===== config.mk =====
export PLATFORM = sky130hd
export DESIGN_NAME = display_mode_controller
export DESIGN_NICKNAME = d
export VERILOG_FILES = /design/src/rtl/display_mode_controller.sv
export SDC_FILE = /design/constraint.sdc
export NUM_CORES = 1
export LEC_CHECK = 0
export ABC_AREA = 1
export CAP_MARGIN = 10
export CORE_UTILIZATION = 50
export CTS_CLUSTER_DIAMETER = 50
export DETAILED_ROUTE_END_ITERATION = 12
export DONT_BUFFER_PORTS = 1
export PLACE_DENSITY = 0.74
export SLEW_MARGIN = 20
export SYNTH_ARGS = -nofsm -noshare
export SYNTH_HDL_FRONTEND = slang
export SYNTH_HIERARCHICAL = 1
export SYNTH_SLANG_ARGS = --single-unit

===== constraint.sdc =====
create_clock -name clk -period 1.2 [get_ports clk]
set_input_delay 0.12 -clock clk [delete_from_list [all_inputs] [get_ports clk]]
set_output_delay 0.12 -clock clk [all_outputs]
set_load 0.01 [all_outputs]

===== src/rtl/display_mode_controller.sv =====
// Debounced mode/hold sequencing and digit scan for the lab 3 seven-segment path.
// Optional hold feature on btnR is enabled by defining DISPLAY_HOLD_EN.
module display_mode_debounce #(
    parameter int CYCLES = 50
) (
    input  logic clk,
    input  logic reset,
    input  logic raw,
    output logic press
);
    localparam int CW = $clog2(CYCLES + 1);

    logic          sync1;
    logic          sync2;
    logic          level;
    logic [CW-1:0] cnt;

    always_ff @(posedge clk or posedge reset) begin
        if (reset) begin
            sync1 <= 1'b0;
            sync2 <= 1'b0;
            level <= 1'b0;
            cnt   <= '0;
            press <= 1'b0;
        end else begin
            sync1 <= raw;
            sync2 <= sync1;
            press <= 1'b0;
            if (sync2 != level) begin
                if (cnt == CW'(CYCLES - 1)) begin
                    level <= sync2;
                    cnt   <= '0;
                    press <= sync2;
                end else begin
                    cnt <= cnt + 1'b1;
                end
            end else begin
                cnt <= '0;
            end
        end
    end
endmodule

module display_mode_controller #(
    parameter int DEBOUNCE_CYCLES = 50,
    parameter int SCAN_CYCLES     = 1000
) (
    input  logic        clk,
    input  logic        reset,
    input  logic [15:0] switches_inputs,
    input  logic        btnU,
    input  logic        btnR,
    output logic [1:0]  mode,
    output logic        hold,
    output logic [15:0] display_value,
    output logic        dec_overflow,
    output logic [1:0]  digit_idx,
    output logic [3:0]  an
);
    typedef enum logic [1:0] {
        HEX        = 2'd0,
        DEC        = 2'd1,
        RAW_BIN_LO = 2'd2,
        RAW_BIN_HI = 2'd3
    } mode_t;

    localparam int SW = (SCAN_CYCLES > 1) ? $clog2(SCAN_CYCLES) : 1;

    mode_t         mode_q;
    logic          up_press;
    logic          hold_q;
    logic [15:0]   value_q;
    logic          ovf_q;
    logic [SW-1:0] scan_cnt;
    logic [1:0]    digit_q;

    display_mode_debounce #(
        .CYCLES (DEBOUNCE_CYCLES)
    ) u_deb_up (
        .clk   (clk),
        .reset (reset),
        .raw   (btnU),
        .press (up_press)
    );

    always_ff @(posedge clk or posedge reset) begin
        if (reset) begin
            mode_q <= HEX;
        end else if (up_press) begin
            unique case (mode_q)
                HEX:        mode_q <= DEC;
                DEC:        mode_q <= RAW_BIN_LO;
                RAW_BIN_LO: mode_q <= RAW_BIN_HI;
                RAW_BIN_HI: mode_q <= HEX;
            endcase
        end
    end

`ifdef DISPLAY_HOLD_EN
    logic hold_press;

    display_mode_debounce #(
        .CYCLES (DEBOUNCE_CYCLES)
    ) u_deb_hold (
        .clk   (clk),
        .reset (reset),
        .raw   (btnR),
        .press (hold_press)
    );

    always_ff @(posedge clk or posedge reset) begin
        if (reset) begin
            hold_q <= 1'b0;
        end else if (hold_press) begin
            hold_q <= ~hold_q;
        end
    end
`else
    logic unused_btn_r;

    assign unused_btn_r = btnR;
    assign hold_q       = 1'b0;
`endif

    // Capture still happens on the edge hold rises, so the newest switches are frozen.
    always_ff @(posedge clk or posedge reset) begin
        if (reset) begin
            value_q <= '0;
            ovf_q   <= 1'b0;
        end else begin
            if (!hold_q) begin
                value_q <= switches_inputs;
            end
            ovf_q <= (mode_q == DEC) && (value_q > 16'd9999);
        end
    end

    always_ff @(posedge clk or posedge reset) begin
        if (reset) begin
            scan_cnt <= '0;
            digit_q  <= 2'd0;
        end else if (scan_cnt == SW'(SCAN_CYCLES - 1)) begin
            scan_cnt <= '0;
            digit_q  <= digit_q + 2'd1;
        end else begin
            scan_cnt <= scan_cnt + 1'b1;
        end
    end

    always_comb begin
        an = ~(4'b0001 << digit_q);
        if (ovf_q) begin
            an = 4'b1111;
        end
    end

    assign mode          = mode_q;
    assign hold          = hold_q;
    assign display_value = value_q;
    assign dec_overflow  = ovf_q;
    assign digit_idx     = digit_q;
endmodule


Word level (Yosys, flattened, before mapping) --
Cells that the tools add are included.
Word-level totals: register bits 41, memory bits (read-only) 0, memories 0, logic and storage cells 32, latch bits 0, memory bits (writable) 0
Operators by class: reduce and logical (&&, ||, !) cells 3, add/sub/neg operators 3, shift-type cells 1, magnitude comparators 1, divide/modulo/power cells 0, multipliers 0, bitwise logic cells 1, mux-type cells 7, equality and inequality tests 6
Operators by type and width (count):
- 16-bit by 14-bit greater-than comparator with 1-bit output, second input constant | 1
- 6-bit 2-to-1 mux | 2
- 10-bit by 1-bit adder with 10-bit output, second input constant | 1
- 10-bit equality test, second input constant | 1
- 10-bit 2-to-1 mux | 1
- 2-bit one-hot mux with 4 select lines | 1
- 6-bit by 1-bit adder with 6-bit output, second input constant | 1
- 6-bit equality test, second input constant | 1
- 2-bit equality test, second input constant | 2
- 4-bit 2-to-1 mux | 1
- 4-bit NOT | 1
- 1-bit by 2-bit << shifter with 4-bit output, first input constant | 1
- 2-bit by 1-bit adder with 2-bit output, second input constant | 1
- 2-bit by 1-bit equality test with 1-bit output, second input constant | 1
- 2-bit zero test | 1
- 1-bit 2-to-1 mux | 2
- 2-bit AND reduction | 1
- 1-bit logical AND | 1
- 1-bit inequality test | 1

Longest topological paths before layout --
depth after elaboration 3, mapped depth 6

By module --
Netlist, hierarchy kept.
By module, submodules not included:
- display_mode_controller | instances 1, seq. area each 775.7 µm², cells each 129, area an instance 1310.0 µm²
- display_mode_debounce | instances 1, seq. area each 250.2 µm², cells each 42, area an instance 424.2 µm²

Worst setup path before layout --
OpenSTA, ideal clock, no wires.
path kind reg-to-reg, start point register scan_cnt[0], end point register digit_q[0], in the netlist digit_idx[0], path buffers 0, path slack 0.006 ns, data arrival time 1.068 ns, period minus slack after synthesis 1.194 ns, required time 1.074 ns, cell stages (with the launch flop) 6, path through dfrtp_1 ha_1 nand2_2 nor2_1 nand3_2 xor2_1
Between the ends: longest elaborated chain between the ends 1
Ends and longest elaborated chain:
- start, declared | line 74 | logic [SW-1:0] scan_cnt;
- start signal, assigned | line 146 | scan_cnt <= scan_cnt + 1'b1;
- 10-bit equality test | line 142 | end else if (scan_cnt == SW'(SCAN_CYCLES - 1)) begin
- end signal, assigned | line 144 | digit_q <= digit_q + 2'd1;
- end, declared | line 75 | logic [1:0] digit_q;
No other way between the ends. A chain may end at the register's enable or synchronous reset.

Final worst setup path --
start point register digit_q[0], in the netlist digit_idx[0], end point output port an[3]
Between the ends: longest elaborated chain between the ends 3
Ends and longest elaborated chain:
- 1-bit by 2-bit << shifter with 4-bit output | line 151 | an = ~(4'b0001 << digit_q);
- 4-bit NOT | line 151
- 4-bit 2-to-1 mux | line 152 | if (ovf_q) begin
- end, declared | line 58 | output logic [3:0] an
No other way between the ends.

==> summary.md <==
| Metric | Value |
|---|---|
| Status | `finished, violations left` |
| Violated checks | `setup timing` |
| R2r startpoint | `scan_cnt[0]` |
| Worst Hold Class | `input pin to async pin` |
| Synthesized area per cell | `between 10 and 15 um^2` |
| RSZ-0062 raised after global routing | `yes` |
| TritonCTS Buffers | `5` |
| Post-Place Setup Slack | `-0.0689 ns` |
| Post-layout min period | `about 1.3 ns` |
| Seq/Total Area, Yosys | `59.2%` |
| CTS H-tree lvls | `2` |
| CTS tree | `built` |
| Worst EP required | `1.08 ns` |
| Dominant cell type by area after synthesis | `dfrtp_1` |
| GPL Wtd Cong | `0.923` |
| Die X-Extent | `60.9 um` |
| Core Rows | `21` |
| GRT Max-Usage Layer | `met2` |
| Most frequent cells in the layout | `dfrtp_1 (37), nor2_1 (25), nand2_1 (19)` |
| Share of cells above drive strength 1 | `a little over a quarter` |
| Routed wire length per instance | `14.8 um` |
| Ant. Diodes | `0` |
| Seq cells post-synth | `41` |
| Iteration-0 DRC Markers | `58` |
| Critical Path Sink Type | `output pin` |
| Worst-skew pair later-pin latency | `0.35 ns` |
| Clock slew at reported path FFs | `~0.12 ns` |
| Post-Synthesis Cells | `171` |
| Post-DP HPWL | `2360 um` |
| Clock sink total | `41` |
| Vias in the first global route | `roughly 1200` |
| Synth top area cells | `dfrtp_1 (59%), ha_1 (7.2%), nand2_1 (5.8%)` |
| Critical path launch point type | `register` |
| Design area | `2260 um^2` |
| Pwr dens | `about 1100 nW/um^2` |
| Worst Setup SP | `digit_idx[0]` |
| Max clock buf depth | `2` |
| Crit Path Max Fanout | `4` |
| Setup crit end | `an[3]` |
| Mapped Area | `1730 um^2` |
| Post-DRT Antenna Nets | `0` |
| Max-slew violation count | `0` |
| Most common cell after layout, fill and taps aside | `dfrtp_1` |
| Post-Syn Nets | `201` |
| IR drop worst, VDD | `approximately 1000 uV` |
| Residual DRC | `0` |
| Io pins | `46` |
| Area grow syn2layout | `30.2%` |
| Largest net degree at the start of global routing | `32` |
| Setup slack after layout | `-0.0680 ns` |
| PnR Total Power | `2.51 mW` |
| GR Util met3 | `7.46%` |
| Max-capacitance violation count | `0` |
| Post-layout net count | `between 200 and 250` |
| Starting Density | `52.0%` |
| Critical Path AT | `1.15 ns` |
| Post-synth cell types | `22` |
| Post-DR vias/cell | `5.00` |
| Final period util | `106%` |
| Achievable Freq | `789 MHz` |
| Total track usage | `~21%` |
| CTS Root Cell | `clkbuf_4` |
| Register-to-Register Setup Slack | `-0.02 ns` |
| Vias post-DR | `roughly 1200` |
| Final wirelength | `3680 um` |
| Yosys warns | `6` |
| Final hold violations | `0` |
| Vert. Die Dim | `60.9 um` |
| First-pass GRT wire length | `5500 um` |
| Crit path kind | `register to output pin` |
| Drt pass-1 iters | `4` |
| Die area | `3710 um^2` |
| Met1 Usage GRT | `23.0%` |
| Placed Instance Area | `1810 um^2` |
| Congestion Overflow GR | `0` |
| Reg2reg end | `digit_idx[0]` |
| GR Util met2 | `38.8%` |
| Worst Skew | `0.0101 ns` |
| Pleak | `1.02 nW` |
| Core area | `3340 um^2` |
| Synth top area share | `59.2%` |
| Initial antenna violation count | `0` |
| IO buf count | `0` |
| Setup violators final | `6` |
| Worst R2R Path Depth | `5` |
-- cell type report --
class                   instances  area, um^2
inverters                      21        83.8
repair buffers                 25         236
flip-flops and latches         41        1030
clock inverters                 2        37.5
clock buffers                   6        51.3
multi-input cells             108         761
fillers                       264        1080
well taps                      46        57.6
-- worst min path at each step --
stage                     start               to  slack (ns)  cells after the start
final                     reset  u_deb_up/cnt[5]        0.19                      2
after global routing      reset  u_deb_up/cnt[5]        0.21                      2
after CTS                 reset  u_deb_up/cnt[5]        0.17                      2
after detailed placement  reset  u_deb_up/cnt[5]      -0.006                      1
after global placement    reset  u_deb_up/cnt[3]       -0.01                      1
after floorplan           reset  u_deb_up/cnt[0]       -0.04                      1
-- per-stage QoR --
stage	hold WS (ns)	utilization, %	cells	TNS [ns]
after floorplan	-0.0398	-	171	0
final	0.188	67.7	249	-0.263
after global placement	-0.0129	54.4	220	-0.00220
after global routing	0.214	67.7	249	-0.745
after CTS	0.173	63.8	248	-0.268
after detailed placement	-0.00617	54.4	220	-0.209
-- sequential cells by signal (all words and copies together), names as in the netlist --
signal / flops
u_deb_up/sync2: 1
display_value: 16
mode: 2
u_deb_up/sync1: 1
scan_cnt: 10
u_deb_up/cnt: 6
digit_idx: 2
dec_overflow: 1
u_deb_up/level: 1
u_deb_up/press: 1
-- power breakdown --
group	leakage (nW)	internal [mW]	switching, mW
combinational	0.467	0.0567	0.0567
clock	0.0445	0.495	0.441
sequential	0.509	1.42	0.0442
-- repair_timing --
action	CTS	global route
gates resized for setup	11	32
endpoints found under the hold margin	58	0
hold buffers	18	0
pin swaps	0	7
endpoints found under the setup margin	11	16
setup buffers	2	2
-- Yosys cell counts (all sizes together) --
master / number
xnor2: 1
xor2: 5
buf: 1
nand3b: 1
a31oi: 1
o21ai: 6
conb: 1
nor2: 31
ha: 10
nand3: 11
nand2: 31
dfrtp: 41
a21oi: 4
inv: 21
nor3: 3
nand4: 3
-- critical path, stage by stage, from the launching register on --
cell and delay, ns:
dfrtp_2 0.50, ha_2 0.22, nand2_2 0.08
-- routing by layer --
metal  vias to the layer above  part of all wire, %
met3                         9                  6.7
li1                        589                    -
met2                        41                   55
met5                         -                    0
met4                         0                  2.4
met1                       606                   36
-- cell families after synthesis --
group / after synthesis / synth area share (%)
buf+inv: 22 / 4.98
other cells: 1 / 0.216
compound gates: 11 / 3.25
xor+xnor: 6 / 3.03
fa+ha+maj: 10 / 7.22
flops: 41 / 59.2
simple gates: 80 / 22.2
Note: power is estimated with default switching activity, not from simulation.
